===== config.mk =====
export PLATFORM = sky130hd
export DESIGN_NAME = mux_tree_cfg_ctrl
export DESIGN_NICKNAME = d
export VERILOG_FILES = /design/src/rtl/mux_tree_cfg_ctrl.sv
export SDC_FILE = /design/constraint.sdc
export NUM_CORES = 1
export LEC_CHECK = 0
export CAP_MARGIN = 20
export CORE_UTILIZATION = 52
export DETAILED_ROUTE_END_ITERATION = 10
export PLACE_DENSITY = 0.9
export SETUP_SLACK_MARGIN = 0.2
export SLEW_MARGIN = 25
export SYNTH_ARGS = -nofsm -noshare
export SYNTH_HDL_FRONTEND = slang
export SYNTH_SLANG_ARGS = --single-unit

===== constraint.sdc =====
create_clock -name prog_clk -period 4.53 [get_ports prog_clk]
set_clock_uncertainty 0.15 [all_clocks]
set_input_delay 0.453 -clock prog_clk [delete_from_list [all_inputs] [get_ports prog_clk]]
set_output_delay 0.453 -clock prog_clk [all_outputs]
set_load 0.02 [all_outputs]

===== src/rtl/mux_tree_cfg_ctrl.sv =====
// Configuration controller for a bank of 11-input routing muxes.
// Writes are encoded into a shadow register and only reach the active
// select bits (sram) when a commit runs. After the copy, the outputs are
// held stable for SETTLE_CYC cycles, and then done pulses for one cycle.
module mux_tree_cfg_ctrl #(
  parameter int NUM_MUX    = 8,
  parameter int AW         = 3,
  parameter int SETTLE_CYC = 3
) (
  input  logic                   prog_clk,
  input  logic                   pReset,
  input  logic                   cfg_valid,
  output logic                   cfg_ready,
  input  logic [AW-1:0]          cfg_addr,
  input  logic [3:0]             cfg_sel,
  input  logic                   commit,
  input  logic                   err_clr,
  output logic [NUM_MUX*4-1:0]   sram,
  output logic [NUM_MUX*4-1:0]   sram_inv,
  output logic                   busy,
  output logic                   done,
  output logic                   cfg_err
);

  typedef enum logic [1:0] {IDLE, COMMIT, SETTLE} state_t;

  state_t                 state;
  logic [3:0]             cnt;
  logic [NUM_MUX*4-1:0]   shadow;
  logic [NUM_MUX*4-1:0]   active;
  logic                   write_hs;
  logic                   addr_ok;
  logic                   sel_ok;
  logic                   legal_wr;
  logic                   illegal_wr;

  // Select index to level bits {s3,s2,s1,s0}.
  // Indices 0..7 go through the level-4 leg (s3=1) with inverted low bits.
  // 8..10 are the direct legs. 11 parks the mux on the constant-1 leg.
  // Unused level-1 bits are driven to 0.
  function automatic logic [3:0] encode_sel(input logic [3:0] sel);
    logic [3:0] code;
    if (!sel[3]) begin
      code = {1'b1, ~sel[2:0]};
    end else begin
      case (sel)
        4'd8:    code = 4'b0110;
        4'd9:    code = 4'b0100;
        4'd10:   code = 4'b0010;
        default: code = 4'b0000;
      endcase
    end
    return code;
  endfunction

  assign cfg_ready  = (state == IDLE);
  assign busy       = (state != IDLE);
  assign sram       = active;
  assign sram_inv   = ~active;

  assign write_hs   = cfg_valid & cfg_ready;
  assign addr_ok    = ({{(32-AW){1'b0}}, cfg_addr} < 32'(NUM_MUX));
  assign sel_ok     = (cfg_sel < 4'd12);
  assign legal_wr   = write_hs & addr_ok & sel_ok;
  assign illegal_wr = write_hs & ~(addr_ok & sel_ok);

  // Shadow update. A legal write lands in the addressed 4-bit field.
  always_ff @(posedge prog_clk or posedge pReset) begin
    if (pReset) begin
      shadow <= '0;
    end else if (legal_wr) begin
      for (int k = 0; k < NUM_MUX; k++) begin
        if (cfg_addr == AW'(k)) begin
          shadow[4*k +: 4] <= encode_sel(cfg_sel);
        end
      end
    end
  end

  // Sticky error flag. A new illegal write wins over err_clr.
  always_ff @(posedge prog_clk or posedge pReset) begin
    if (pReset) begin
      cfg_err <= 1'b0;
    end else if (illegal_wr) begin
      cfg_err <= 1'b1;
    end else if (err_clr) begin
      cfg_err <= 1'b0;
    end
  end

  // Commit sequencer: copy shadow to active, hold for SETTLE_CYC cycles, pulse done.
  always_ff @(posedge prog_clk or posedge pReset) begin
    if (pReset) begin
      state  <= IDLE;
      cnt    <= 4'd0;
      done   <= 1'b0;
      active <= '0;
    end else begin
      done <= 1'b0;
      case (state)
        IDLE: begin
          if (commit) state <= COMMIT;
        end
        COMMIT: begin
          active <= shadow;
          cnt    <= 4'(SETTLE_CYC - 1);
          state  <= SETTLE;
          done   <= (SETTLE_CYC == 1);
        end
        SETTLE: begin
          if (cnt == 4'd0) begin
            state <= IDLE;
          end else begin
            cnt  <= cnt - 4'd1;
            done <= (cnt == 4'd1);
          end
        end
        default: state <= IDLE;
      endcase
    end
  end

endmodule


==> results of run 1 <==
## flip-flops by register name, indices dropped and copies added, names as in the netlist
name	count
done	1
sram	32
cnt	4
shadow	32
cfg_err	1
state	2
## path summary, 6_finish.rpt
kind / from / end / slack [ps] / cells past startpoint
worst max-delay path: state[0] / cfg_ready / 2090 / 2
worst min-delay path: shadow[4] / sram[4] / 360 / 1
worst max register to register: state[1] / sram[9] / 2520 / 2
worst min register to register: shadow[4] / sram[4] / 360 / 1
max in group asynchronous: pReset / shadow[25] / 3110 / 3
min in group asynchronous: pReset / sram[14] / 410 / 2
## power by group
group	leakage, µW	total, µW	internal (µW)	switching (µW)
Combinational	0.000973	1480	763	720
Clock	0.0000989	522	271	251
Sequential	0.000908	1140	930	208
## Yosys cell counts (3+ instances only)
cell                       instances
sky130_fd_sc_hd__mux2i_1           8
sky130_fd_sc_hd__dfrtp_1          72
sky130_fd_sc_hd__nand2_1          14
sky130_fd_sc_hd__clkbuf_1          4
sky130_fd_sc_hd__mux2_4            6
sky130_fd_sc_hd__buf_2             3
sky130_fd_sc_hd__o21ai_0          10
sky130_fd_sc_hd__mux2_1            5
sky130_fd_sc_hd__nand2b_1          3
sky130_fd_sc_hd__inv_1            46
sky130_fd_sc_hd__mux2_2           37
## worst max-delay path, stage by stage, from the launching register on
cell                              delay [ps]
sky130_fd_sc_hd__dfrtp_1                 540
sky130_fd_sc_hd__nor2_1                  300
sky130_fd_sc_hd__clkdlybuf4s50_1         660
## logic make-up (layout without fill, tap and decap cells)
group           after synthesis  in the layout  share of synthesized area [%]
compound gates               22             22                           4.41
fa+ha+maj                     2              2                          0.808
buf+inv                      56            142                           7.52
flops                        72             72                           58.2
mux                          56             56                           20.8
simple gates                 39             39                           8.29
## through the flow
step	setup WS, ps	utilization, %	instance area, µm²	power (µW)	cells
2_1_floorplan	2100	-	3100	1940	247
3_3_place_gp	2170	70.0	3930	2570	389
3_5_place_dp	2130	70.1	3930	2640	389
4_1_cts	2070	73.7	4130	3160	405
5_1_grt	2000	73.7	4130	3310	405
6_report	2090	73.7	4130	3140	405
## per-layer routing
layer / vias up / GRT usage (%)
met5: - / 0
met4: 0 / 10.7
met3: 14 / 4.71
met2: 80 / 36.8
met1: 1032 / 27.4
li1: 979 / -
## cell type report
cell class,count,area (µm²)
fill,369,1470
clock inverter,6,67.6
sequential,72,1800
multi-input combinational,119,1060
inverter,46,175
timing repair buffer,80,798
clock buffer,10,138
tap,72,90.1
==> results.md, run 1 <==
* Post-route clock period utilization at 53.9%
* Metal2 WL at 3.17 mm
* Final nets at 342
* Main synth FF type: sky130_fd_sc_hd__dfrtp_1
* Sequential-to-total area share from yosys stat at 58.2%
* Routed length per placed instance at 15.8 µm
* Leakage power total at 0.00198 µW
* Worst-path maximum fanout at 13
* Buffer levels on the longest clock path at 2
* Critical Path Source Type: register
* Final Max Tran Viols at 0
* Type of element capturing the critical path: primary output
* Power density relative to cell area at 761 nW/µm²
* TritonCTS clock tree: yes
* Number of global-route vias before repair at 2055
* Die extent in x at 79.2 µm
* Sink Count at 72
* Synth Area per Inst at 12.5 µm²
* Synth cell types at 37
* Result of the run: complete, no violations
* Resize count post-CTS at 0
* Most used cells in the layout excluding fill and tap cells: 79 x sky130_fd_sc_hd__clkdlybuf4s50_1, 72 x sky130_fd_sc_hd__dfrtp_1, 45 x sky130_fd_sc_hd__inv_1, 37 x sky130_fd_sc_hd__mux2_2, 14 x sky130_fd_sc_hd__nand2_1
* Net count after synthesis at 261
* Measured slew at the worst slew-check pin at 874 ps
* DR DRC count at 0
* Class of the most critical hold timing path: reg2reg
* Floorplan die area at 6270 µm²
* Met3 Wirelength at 359 µm
* H-Tree Depth at 3
* F_max at 409 MHz
* Number of optimization iterations in the first detailed-route pass at 5
* Tot GR Track Use at 22.1%
* Setup CP Type: reg2out
* Total global routing overflow at 0
* Critical path data required time at 3930 ps
* Count of warnings emitted by yosys at 0
* Final hold slack at 359 ps
* Routed via count at 2105
* Number of antenna cells inserted at 0
* RSZ-0062 raised after global routing: false
* Count of final setup violators at 0
* Number of placement rows at 27
* Hold-fix buffer count after cts at 0
* Number of setup buffers added after CTS at 0
* Synth area leaders: sky130_fd_sc_hd__dfrtp_1 58%, sky130_fd_sc_hd__mux2_2 13%, sky130_fd_sc_hd__inv_1 5.6%
* Number of top-level pins at 80
* Skew-Pair Late Insertion Delay at 340 ps
* Post-route ant nets at 0
* Worst rel slew slack at 41.8%
* Detailed placement HPWL at 4.40 mm
* Accumulated negative setup slack at 0 ps
* Shortest period the worst path allows at 2440 ps
* Area share of the largest cell type after synthesis at 58.2%
* Most frequent standard cell in the layout excluding fill and tap cells: sky130_fd_sc_hd__clkdlybuf4s50_1
* Sum of routed wire segments on met1 at 2.72 mm
* Initial drt markers at 144
* Vertical extent of the die at 79.2 µm
* Synthesized netlist cell count at 247
* Number of buffers added on ports at 79
* Count of state elements after synthesis at 72
* Maximum capacitance violations at 0
* Critical Path AT at 1840 ps
* Highest signal layer in the routed design: met4
* Largest net degree at the start of global routing at 55
* Area grow syn2layout at 33.5%
* Hold Violations, Final at 0
* Largest area contributor in the synthesized netlist: sky130_fd_sc_hd__dfrtp_1
* Global placer's final weighted congestion at 0.772
* Post-DR vias/cell at 5.20
* Register clock-pin slew on the reported worst setup and hold paths at 80 ps
* Proportion of layout cells with a drive suffix above 1 at 20.7%
* Root Buffer Master: sky130_fd_sc_hd__clkbuf_8
* Global-route wire length before repair at 10.3 mm
* Starting utilization of the core area at 55.2%
* Detailed-route wire length at 6.40 mm
* Post-synth ARST share at 100%
* Syn Std Cell Area at 3100 µm²
* Placeable Area at 5610 µm²
* Count of flip-flops with a built-in enable after synthesis at 0
* Total CTS buffers at 9
* Initial antenna violation count at 0
* Maximum VDD drop at 0.409 mV
Note: power is estimated with default switching activity, not from simulation.
==> run 2: changes to the inputs <==
--- a/config.mk
+++ b/config.mk
@@ -6,9 +6,9 @@
 export NUM_CORES = 1
 export LEC_CHECK = 0
 export CAP_MARGIN = 20
-export CORE_UTILIZATION = 52
+export CORE_UTILIZATION = 48
 export DETAILED_ROUTE_END_ITERATION = 10
-export PLACE_DENSITY = 0.9
+export PLACE_DENSITY = 0.85
 export SETUP_SLACK_MARGIN = 0.2
 export SLEW_MARGIN = 25
 export SYNTH_ARGS = -nofsm -noshare
==> constraint.sdc (replaced) <==
create_clock -name prog_clk -period 2.35 [get_ports prog_clk]
set_clock_uncertainty 0.15 [all_clocks]
set_input_delay 0.235 -clock prog_clk [delete_from_list [all_inputs] [get_ports prog_clk]]
set_output_delay 0.235 -clock prog_clk [all_outputs]
set_load 0.02 [all_outputs]
==> results.md, run 2 (synthesized netlist as in run 1, its figures left out) <==
* Shortest period the worst path allows at 2030 ps
* Global placer's final weighted congestion at 0.742 (-4.0%)
* Global-route wire length before repair at 9.63 mm (-6.2%)
* Critical Path AT at 1650 ps (-190 ps)
* Skew-Pair Late Insertion Delay at 350 ps (about the same)
* Maximum capacitance violations at 0 (unchanged)
* Number of top-level pins at 80 (unchanged)
* Starting utilization of the core area at 51.1% (-4.1 points)
* TritonCTS clock tree: yes
* Setup CP Type: reg2out
* Most used cells in the layout excluding fill and tap cells: 78 x sky130_fd_sc_hd__clkdlybuf4s50_1, 71 x sky130_fd_sc_hd__dfrtp_1, 45 x sky130_fd_sc_hd__inv_1, 37 x sky130_fd_sc_hd__mux2_2, 14 x sky130_fd_sc_hd__nand2_1
* Tot GR Track Use at 20.1% (-2.0 points)
* Sink Count at 72 (unchanged)
* Count of final setup violators at 0 (unchanged)
* Number of antenna cells inserted at 0 (unchanged)
* Register clock-pin slew on the reported worst setup and hold paths at 70 ps (about the same)
* DR DRC count at 0 (unchanged)
* Buffer levels on the longest clock path at 2 (unchanged)
* Total CTS buffers at 9 (unchanged)
* Area grow syn2layout at 35.0%
* Placeable Area at 6060 µm² (+8.1%)
* F_max at 493 MHz
* Initial drt markers at 92 (-36%)
* Most frequent standard cell in the layout excluding fill and tap cells: sky130_fd_sc_hd__clkdlybuf4s50_1
* Worst-path maximum fanout at 10 (-3)
* Reg2Reg Setup Slack at 430 ps (-2090 ps)
* Post-route ant nets at 0 (unchanged)
* Detailed placement HPWL at 4.21 mm (-4.5%)
* Vertical extent of the die at 82.3 µm (+4.0%)
* Initial antenna violation count at 0 (unchanged)
* Class of the most critical hold timing path: in2async
* Number of optimization iterations in the first detailed-route pass at 4 (-1)
* Number of buffers added on ports at 79 (unchanged)
* Post-detailed-placement cell area at 3970 µm² (+1.1%)
* Number of placement rows at 28 (+3.7%)
* Hold-fix buffer count after cts at 0 (unchanged)
* Routed length per placed instance at 14.7 µm (-6.9%)
* Number of global-route vias before repair at 2031 (-1.2%)
* Total global routing overflow at 0 (unchanged)
* Routed via count at 2069 (-1.7%)
* Hold Violations, Final at 0 (unchanged)
* Die extent in x at 82.3 µm (+4.0%)
* Critical Path Source Type: register
* Post-route clock period utilization at 86.4%
* Critical path data required time at 1970 ps (-1960 ps)
* Leakage power total at 0.00201 µW (+1.4%)
* Worst rel slew slack at 55.5% (+14 points)
* Final Max Tran Viols at 0 (unchanged)
* Post-DR vias/cell at 5.05 (-2.9%)
* RSZ-0062 raised after global routing: false
* H-Tree Depth at 3 (unchanged)
* Number of setup buffers added after CTS at 0 (unchanged)
* Largest net degree at the start of global routing at 73 (+33%)
* Cell depth of the worst flop-to-flop path at 3 (+1)
* Power density relative to cell area at 1450 nW/µm² (+90%)
* Result of the run: complete, no violations
* Measured slew at the worst slew-check pin at 668 ps (-205 ps)
* Maximum VDD drop at 0.878 mV (+110%)
* Post-Layout Inst Area at 4180 µm² (+1.1%)
* Floorplan die area at 6770 µm² (+8.1%)
* Final nets at 344 (+0.58%)
* Final hold slack at 181 ps (-179 ps)
* Type of element capturing the critical path: primary output
* Root Buffer Master: sky130_fd_sc_hd__clkbuf_8
* Accumulated negative setup slack at 0 ps (unchanged)
* Detailed-route wire length at 6.03 mm (-5.8%)
* Proportion of layout cells with a drive suffix above 1 at 21.2% (+0.47 points)
run 2: report_power, final:
group	switching, µW	leakage, µW	internal (µW)	total [µW]
Combinational	1370	0.000998	1490	2860
Clock	441	0.000103	546	987
Sequential	399	0.000907	1800	2200
Total	2210	0.00201	3830	6040
run 2: metrics by stage:
stage                     utilization, %  power [µW]  std cells  worst slack, ps
after global routing                69.0        6430        410              205
after global placement              65.6        4980        394              304
after detailed placement            65.6        5090        394              256
after CTS                           68.9        6110        410              269
final                               69.0        6040        410              320
after floorplan                        -        3740        247              642
run 2: final timing paths:
kind	from	end
hold / removal	pReset	sram[4]
min in group prog_clk	commit	state[0]
max in group asynchronous	pReset	state[0]
setup reg to reg	state[0]	shadow[9]
hold reg to reg	shadow[29]	shadow[29]
setup / recovery	state[1]	busy
run 2: final cells by class:
type | count | area, µm²
Clock inverter | 3 | 40.0
Tap cell | 75 | 93.8
Clock buffer | 13 | 159
Timing Repair Buffer | 82 | 841
Sequential cell | 72 | 1800
Fill cell | 447 | 1880
Inverter | 46 | 176
Multi-Input combinational cell | 119 | 1070
run 2: metal layers:
layer	global-route usage [%]	part of all wire (%)	vias up
li1	-	-	972
met1	24.0	43	1000
met2	32.6	49	79
met3	5.71	5.7	18
met4	11.6	2.8	0
met5	0	0	-
run 2: critical path: stages, from the launching register on:
cell                              delay (ps)
sky130_fd_sc_hd__dfrtp_1                 560
sky130_fd_sc_hd__nor2_2                   90
sky130_fd_sc_hd__inv_1                    60
sky130_fd_sc_hd__clkdlybuf4s50_1         590
run 2: what timing repair did:
item,4_1_cts,5_1_grt
resized for setup,2,1
setup endpoints to repair,2,1
cloned,0,0
==> run 3: changes to the inputs <==
==> constraint.sdc (replaced) <==
create_clock -name prog_clk -period 2.3 [get_ports prog_clk]
set_clock_uncertainty 0.15 [all_clocks]
set_input_delay 0.23 -clock prog_clk [delete_from_list [all_inputs] [get_ports prog_clk]]
set_output_delay 0.23 -clock prog_clk [all_outputs]
set_load 0.02 [all_outputs]
==> results.md, run 3 (synthesized netlist as in run 1, its figures left out) <==
* Result of the run: complete, no violations
* Global placer's final weighted congestion at 0.741 (-0.12%)
* Accumulated negative setup slack at 0 ps (unchanged)
* Reg2Reg Setup Slack at 370 ps (-60 ps)
* CP Cell Sequence: nor4b_4 -> and4b_1 -> mux2_4
* Post-detailed-placement cell area at 3990 µm² (+0.38%)
* Initial antenna violation count at 0 (unchanged)
* Worst rel slew slack at 55.5% (+0.078 points)
* Number of optimization iterations in the first detailed-route pass at 4 (unchanged)
* H-Tree Depth at 3 (unchanged)
* Worst-path maximum fanout at 13 (+3)
* Cell depth of the worst flop-to-flop path at 3 (unchanged)
* F_max at 519 MHz
* Power density relative to cell area at 1460 nW/µm² (+1.0%)
* Final nets at 346 (+0.58%)
* Setup CP Type: reg2reg
* Switching part of the total power at 36.9% (+0.38 points)
* Type of element capturing the critical path: register
* Worst setup endpoint: shadow[9]
* Setup crit start: state[0]
* Measured slew at the worst slew-check pin at 667 ps (-1.17 ps)
* Skew-Pair Late Insertion Delay at 340 ps (about the same)
* Highest cell delay on the worst timing path at 510 ps (-80 ps)
* Reg2Reg Launch Point: state[0]
* Proportion of layout cells with a drive suffix above 1 at 21.5% (+0.30 points)
* Area grow syn2layout at 34.8%
* Root Buffer Master: sky130_fd_sc_hd__clkbuf_8
* Buffer levels on the longest clock path at 2 (unchanged)
* Tot GR Track Use at 20.2% (+0.11 points)
* Critical path data required time at 2370 ps (+400 ps)
* Maximum capacitance violations at 0 (unchanged)
* Largest net degree at the start of global routing at 73 (unchanged)
* Leakage power total at 0.00201 µW (about the same)
* Floorplan die area at 6770 µm² (unchanged)
* Critical path depth in cells at 3 (unchanged)
* Metal2 WL at 3.06 mm (+4.3%)
* Proportion of power drawn by flip-flops and latches at 37.0% (+0.7 points)
* Fin cells at 410 (unchanged)
* Placeable Area at 6060 µm² (unchanged)
* Shortest period the worst path allows at 1930 ps
* Total global routing overflow at 0 (unchanged)
* Final hold slack at 201 ps (+20.6 ps)
* Number of top-level pins at 80 (unchanged)
* Number of placement rows at 28 (unchanged)
* Number of instances in the placed design at 396 (+0.51%)
* Class of the most critical hold timing path: in2async
* Sink Count at 72 (unchanged)
* Top Family by Delay on Critical Path: simple AND/OR/NAND/NOR gates
* Critical Path AT at 2000 ps (+350 ps)
* Die extent in x at 82.3 µm (unchanged)
* Count of final setup violators at 0 (unchanged)
* Total CTS buffers at 9 (unchanged)
* Share of power burned in the clock network at 14.6% (-1.7 points)
* Number of antenna cells inserted at 0 (unchanged)
* Critical Path Source Type: register
* Initial drt markers at 116 (+26%)
* Hold Violations, Final at 0 (unchanged)
* Register clock-pin slew on the reported worst setup and hold paths at 70 ps (about the same)
* Post-Layout Inst Area at 4170 µm² (-0.18%)
* Detailed placement HPWL at 4.52 mm (+7.5%)
* Highest signal layer in the routed design: met4
* Final Max Tran Viols at 0 (unchanged)
* DR DRC count at 0 (unchanged)
* Most frequent standard cell in the layout excluding fill and tap cells: sky130_fd_sc_hd__clkdlybuf4s50_1
* Post-DR vias/cell at 5.08 (+0.68%)
* Number of fill cells at 440 (-1.6%)
* Net load switching power at 2250 µW (+1.9%)
* Combinational power share at 48.4% (+1.1 points)
* RSZ-0062 raised after global routing: false
* Worst R2R End: shadow[9]
* Slowest cell on the critical path: sky130_fd_sc_hd__dfrtp_2
* Worst Path Buf+Inv at 0 (-2)
* Detailed-route wire length at 6.19 mm (+2.7%)
* Internal power summed over all cells at 3840 µW (+0.24%)
* Post-route clock period utilization at 83.8%
* Global-route wire length before repair at 9.75 mm (+1.2%)
* Most used cells in the layout excluding fill and tap cells: 77 x sky130_fd_sc_hd__clkdlybuf4s50_1, 70 x sky130_fd_sc_hd__dfrtp_1, 45 x sky130_fd_sc_hd__inv_1, 37 x sky130_fd_sc_hd__mux2_2, 14 x sky130_fd_sc_hd__nand2_1
* Met3 Wirelength at 306 µm (-11%)
* Starting utilization of the core area at 51.1% (unchanged)
* Routed length per placed instance at 15.1 µm (+2.7%)
* Number of setup buffers added after CTS at 0 (unchanged)
* TritonCTS clock tree: yes
* Sum of routed wire segments on met1 at 2.61 mm (+1.0%)
* Maximum VDD drop at 0.807 mV (-8.0%)
* Vertical extent of the die at 82.3 µm (unchanged)
* Number of buffers added on ports at 79 (unchanged)
* Post-route ant nets at 0 (unchanged)
* Number of global-route vias before repair at 2059 (+1.4%)
* Routed via count at 2083 (+0.68%)
[run 3: routing by layer]
metal | global-route usage [%] | vias up
li1 | - | 980
met1 | 23.4 | 1010
met2 | 34.1 | 71
met3 | 3.96 | 22
met4 | 13.3 | 0
met5 | 0 | -
[run 3: worst min-delay path by stage]
stage	to	slack, ps	depth (start not counted)
2_1_floorplan	cfg_err	180	1
3_3_place_gp	shadow[29]	320	1
3_5_place_dp	sram[17]	350	1
4_1_cts	sram[15]	210	3
5_1_grt	sram[5]	240	3
6_report	sram[5]	200	3
[run 3: cell type report]
type	count	area (µm²)	share of cell area (%)
inverter	46	176	4.23
tap	75	93.8	2.25
sequential	72	1800	43.3
multi-input combinational	119	1070	25.6
timing repair buffer	84	858	20.6
clock buffer	14	173	4.14
[run 3: power by group through the flow]
stage | combinational (µW) | clock [µW] | sequential [µW]
floorplan | 1360 | 0 | 2470
global placement | 2880 | 0 | 2230
detailed placement | 2980 | 0 | 2270
CTS | 2990 | 906 | 2260
global route | 3180 | 952 | 2340
finish | 2950 | 890 | 2250
[run 3: per-stage QoR]
step,total power [µW],utilization [%],setup WS [ps]
2_1_floorplan,3820,-,592
3_3_place_gp,5110,65.8,261
3_5_place_dp,5250,65.8,212
4_1_cts,6150,68.7,215
5_1_grt,6460,68.8,312
6_report,6100,68.8,372
[run 3: repair_timing]
item                       in CTS  in global routing
setup endpoints to repair       2                  2
hold buffers                    0                  0
gates resized for setup         2                  3
hold endpoints to repair        0                  0
[run 3: worst reg2reg max path, delay by kind of cell (launching register included)]
family,cells,cell delay [ps]
flops,1,510
mux,1,330
simple gates,2,820
